===== config.mk =====
export PLATFORM = sky130hd
export DESIGN_NAME = crc_out_serializer
export DESIGN_NICKNAME = d
export VERILOG_FILES = /design/src/rtl/crc_pkg.sv /design/src/rtl/crc_out_serializer_sync_fifo.sv /design/src/rtl/crc_out_serializer.sv
export SDC_FILE = /design/constraint.sdc
export NUM_CORES = 1
export LEC_CHECK = 0
export CAP_MARGIN = 25
export CORE_ASPECT_RATIO = 1.75
export CORE_MARGIN = 2
export CORE_UTILIZATION = 50
export CTS_CLUSTER_SIZE = 40
export DETAILED_ROUTE_END_ITERATION = 10
export PLACE_DENSITY = 0.77
export SLEW_MARGIN = 20
export SYNTH_ARGS = -nofsm -noshare
export SYNTH_HDL_FRONTEND = slang
export SYNTH_SLANG_ARGS = --single-unit

===== constraint.sdc =====
create_clock -name clk -period 4.7 [get_ports clk]
set_clock_uncertainty 0.2 [all_clocks]
set_input_delay 0.705 -clock clk [delete_from_list [all_inputs] [get_ports clk]]
set_output_delay 0.705 -clock clk [all_outputs]
set_load 0.02 [all_outputs]

===== src/rtl/crc_pkg.sv =====
// crc_pkg: shared widths and FSM encoding for the CRC result output path.
package crc_pkg;
    localparam int CRC_DATA_W = 60;
    localparam int CRC_CNT_W  = 8;

    typedef enum logic {
        ST_IDLE  = 1'b0,
        ST_SHIFT = 1'b1
    } state_t;
endpackage


===== src/rtl/crc_out_serializer_sync_fifo.sv =====
// sync_fifo: circular-buffer FIFO with combinational head read; caller gates push when full.
module sync_fifo #(
    parameter int DATA_W = 60,
    parameter int DEPTH  = 2,
    localparam int PW    = (DEPTH > 1) ? $clog2(DEPTH) : 1,
    localparam int CW    = $clog2(DEPTH + 1)
) (
    input  logic              clk,
    input  logic              rst,
    input  logic              push,
    input  logic              pop,
    input  logic [DATA_W-1:0] wdata,
    output logic [DATA_W-1:0] rdata,
    output logic              full,
    output logic              empty,
    output logic [CW-1:0]     count
);
    logic [DATA_W-1:0] mem_q [DEPTH];
    logic [PW-1:0]     wp_q, rp_q;
    logic [CW-1:0]     cnt_q;

    function automatic logic [PW-1:0] inc(input logic [PW-1:0] p);
        return (p == PW'(DEPTH - 1)) ? '0 : p + 1'b1;
    endfunction

    always_ff @(posedge clk) begin
        if (push) mem_q[wp_q] <= wdata;
    end

    always_ff @(posedge clk) begin
        if (rst) begin
            wp_q  <= '0;
            rp_q  <= '0;
            cnt_q <= '0;
        end else begin
            if (push) wp_q <= inc(wp_q);
            if (pop) rp_q <= inc(rp_q);
            cnt_q <= cnt_q + CW'(push) - CW'(pop);
        end
    end

    assign rdata = mem_q[rp_q];
    assign full  = cnt_q == CW'(DEPTH);
    assign empty = cnt_q == '0;
    assign count = cnt_q;
endmodule


===== src/rtl/crc_out_serializer.sv =====
// crc_out_serializer: buffers CRC result words and shifts them out MSB-first on a
// valid/ready serial link, dropping and counting words that arrive while full.
module crc_out_serializer
    import crc_pkg::*;
#(
    parameter int DATA_W = CRC_DATA_W,
    parameter int DEPTH  = 2,
    parameter int CNT_W  = CRC_CNT_W
) (
    input  logic              clk,
    input  logic              rst,
    input  logic              in_valid,
    input  logic [DATA_W-1:0] in_data,
    output logic              ser_valid,
    output logic              ser_data,
    output logic              ser_last,
    input  logic              ser_ready,
    output logic              busy,
    output logic              overflow,
    output logic [CNT_W-1:0]  drop_cnt
);
    localparam int IW = $clog2(DATA_W);
    localparam int CW = $clog2(DEPTH + 1);

    state_t            state_q, state_d;
    logic [DATA_W-1:0] shreg_q, shreg_d, head;
    logic [IW-1:0]     idx_q, idx_d;
    logic [CNT_W-1:0]  cnt_q, cnt_d;
    logic              ovf_q, ovf_d;
    logic              xfer, last, pop, push, drop, full, empty;
    logic [CW-1:0]     count;

    // A pop frees a slot this cycle, so a push at full still fits.
    assign xfer = state_q == ST_SHIFT && ser_ready;
    assign last = idx_q == '0;
    assign pop  = !empty && (state_q == ST_IDLE || (xfer && last));
    assign push = in_valid && (!full || pop);
    assign drop = in_valid && full && !pop;

    sync_fifo #(.DATA_W(DATA_W), .DEPTH(DEPTH)) u_fifo (
        .clk   (clk),
        .rst   (rst),
        .push  (push),
        .pop   (pop),
        .wdata (in_data),
        .rdata (head),
        .full  (full),
        .empty (empty),
        .count (count)
    );

    always_ff @(posedge clk) begin
        if (rst) begin
            state_q <= ST_IDLE;
            shreg_q <= '0;
            idx_q   <= '0;
            cnt_q   <= '0;
            ovf_q   <= 1'b0;
        end else begin
            state_q <= state_d;
            shreg_q <= shreg_d;
            idx_q   <= idx_d;
            cnt_q   <= cnt_d;
            ovf_q   <= ovf_d;
        end
    end

    always_comb begin
        state_d = pop ? ST_SHIFT : (xfer && last) ? ST_IDLE : state_q;
        shreg_d = pop ? head : xfer ? shreg_q << 1 : shreg_q;
        idx_d   = pop ? IW'(DATA_W - 1) : xfer ? idx_q - 1'b1 : idx_q;
        cnt_d   = (drop && cnt_q != '1) ? cnt_q + 1'b1 : cnt_q;
        ovf_d   = ovf_q | drop;
    end

    always_comb begin
        ser_valid = state_q == ST_SHIFT;
        ser_data  = ser_valid & shreg_q[DATA_W-1];
        ser_last  = ser_valid & last;
        busy      = ser_valid || count != '0;
        overflow  = ovf_q;
        drop_cnt  = cnt_q;
    end
endmodule


==> flow_summary.ini <==
[detailed_routing]
first_iter_violations = 197
postRouteAntennaNets = 0
wl_per_cell_microns = 18.1
drt-total-wl_mm = 15.3
routed-via-count = 5025
first_pass_iters = 4
viasPerCell = 5.95
drc_errors = 0

[synth]
synthDistinctLibCells = 40
yosys-top-cells-area = edfxtp_1 (45%), dfxtp_1 (20%), mux2i_1 (7.6%), a2111oi_0 (6.5%), a211oi_1 (5.5%)
ys_seq_area_share_pct = 65.4
synth_seq_cells = 201
async_reset_ff_share_pct = 0
synth_edf_count = 120
syn_inst = 589
yosysTopAreaCellShare_pct = 45.1
yosysWarnings = 0
avgSynthCellArea_sq_um = 13.6
synth_top_area_cell = edfxtp_1
synth_nets = 656
synth_area_sq_um = 7990
synth_flop_cell = edfxtp_1

[floorplanning]
die-area_sq_um = 17000
rows = 61
initial_core_util_pct = 50.6
ios = 77
die_y_microns = 171
die_w_microns = 99.6
core_area_sq_um = 15800

[clock_network]
clockBufferDepth = 3
hold_buffers = 0
cts_setup_buffers = 0
cts.repair.resized = 0
clock_latency_ns = 0.48
htreeDepth = 1
cts_sinks = 201
cts_made_buffers = 18
clk_pin_slew_ns = 0.07
root_buffer = clkbuf_16
cts_tree = done

[timing]
hold_viol = 0
slew_headroom_pct = 34.6
period_share_pct = 65.3
max_freq_ghz = 0.326
fin_crit_ns = 3.07
setup_tns_ns = 0
holdWs_ns = 0.244
final-max-slew-violation-count = 0
tightest_slew_ns = 0.980
setup_viol = 0
rsz0062_at_grt = no

[setup_path]
startpoint = idx_q[0]
r2r-start = idx_q[0]
worstPathRequired_ns = 3.80
crit_path_end_kind = primary output
worstSetupStartpointType = register
crit_fanout = 3
arrival_ns = 2.17
worstSetupPathType = register to primary output

[pwr]
power_leakage_nw = 3.46
power_mw = 5.51
vdd_drop_max_mv = 0.308
powerDensity_nw_per_um2 = 578

[global_routing]
overflow = 0
grt_pass1_vias = 5081
grt_pass1_wl_mm = 24.9
antenna_found_initial = 0
grt_usage_pct = 18.0
grt_start_max_net_pins = 120

[flow_run]
drv_cap = 0

[layout]
diodes = 0
nNetsFinal = 711
seq_area_sq_um = 5230
drive_gt1_share_pct = 7.47
postLayoutCoreUtil_pct = 60.4
multi_input_area_sq_um = 2560
postLayoutCellArea_sq_um = 9540
fillCellCount = 1229
area_growth_pct = 19.4

[placement]
portBuffers = 76
gp_congestion = 0.757
place_area_sq_um = 8870
dp.final_hpwl_mm = 8.90

[worst_hold_path]
holdCritPathClass = register to register
min-delay-start = overflow

[run_status]
outcome = finished, final reports clean
[cell usage in the layout, fill, tap and decap left out, types with 3 or more instances in the layout]
master / instances
a2111oi_0: 59
a211oi_1: 59
a21oi_1: 13
and2_1: 4
buf_4: 7
clkbuf_1: 5
clkbuf_16: 19
clkbuf_8: 4
clkdlybuf4s50_1: 75
dfxtp_1: 80
edfxtp_1: 120
ha_1: 3
inv_1: 9
mux2_2: 4
mux2i_1: 61
nand2_1: 8
nand3_1: 3
nor2_1: 11
nor2b_1: 62
nor3_1: 3
o31ai_1: 3
or3_1: 3
or4_1: 3
xnor2_1: 4
xor2_1: 3
[cell type report]
cell class	count	area share, %
Multi-Input combinational cell	329	26.9
Timing Repair Buffer	85	8.97
Sequential cell	201	54.8
Clock buffer	28	5.76
Inverter	9	0.354
Clock inverter	4	0.735
Tap cell	189	2.48
[through the flow]
| stage | setup WS [ns] | std cells |
|---|---|---|
| 2_1_floorplan | 0.344 | 589 |
| 3_3_place_gp | 1.46 | 811 |
| 3_5_place_dp | 1.33 | 811 |
| 4_1_cts | 1.63 | 843 |
| 5_1_grt | 1.57 | 845 |
| 6_report | 1.63 | 845 |
[cells by family after synthesis]
family / count (synthesis) / share of synthesized area, %
AO/OA/AOI/OAI: 142 / 14.0
XOR/XNOR: 7 / 0.767
adder cells (fa/ha/maj): 3 / 0.470
flip-flops: 201 / 65.4
buffers and inverters: 59 / 2.91
AND/OR/NAND/NOR: 112 / 8.27
multiplexers: 65 / 8.21
[routing by layer]
metal / vias to the layer above / track usage, % / part of all wire, %
met2: 104 / 32.6 / 53
met1: 2487 / 21.1 / 41
met3: 30 / 2.60 / 3.8
met4: 0 / 7.62 / 2.9
li1: 2404 / - / -
met5: - / 0 / 0
[report_power, final]
group	internal (mW)	switching (mW)	total, mW
logic	0.605	0.832	1.44
registers	2.30	0.244	2.55
clock network	0.915	0.612	1.53
[worst paths after layout]
kind	endpoint	slack, ns	depth (start not counted)
worst max register to register	u_fifo.count[1]	1.92	11
worst max-delay path	ser_last	1.63	5
worst min register to register	overflow	0.24	2
worst min-delay path	overflow	0.24	2
[cells in the mapped netlist, types with 2 or more instances]
library cell	n
nand2_1	9
inv_1	9
a2111oi_0	59
clkbuf_1	40
a211oi_1	59
mux2i_1	61
edfxtp_1	120
a21oi_1	13
mux2_2	4
nor4_1	2
and2_1	4
or4_1	3
xnor2_1	4
or3_1	3
xor2_1	3
nor3_1	3
nor2_1	13
nor2b_1	62
dfxtp_1	81
nand3_1	3
ha_1	3
and3_1	2
o31ai_1	3
nand4_1	2
buf_2	9
[flip-flops by register name, indices dropped and copies added (netlist names), named ones only]
signal,flops
idx_q,6
drop_cnt,8
u_fifo.mem_q,120
ser_valid,1
u_fifo.rp_q,1
shreg_q,60
overflow,1
u_fifo.count,2
u_fifo.wp_q,1
[critical path, cell delays in order (launching register included)]
cell             delay [ns]
dfxtp_1                0.34
inv_1                  0.07
ha_1                   0.22
nor3b_1                0.26
and3_1                 0.19
clkdlybuf4s50_1        0.60
Power figures use the tool's default switching activity.
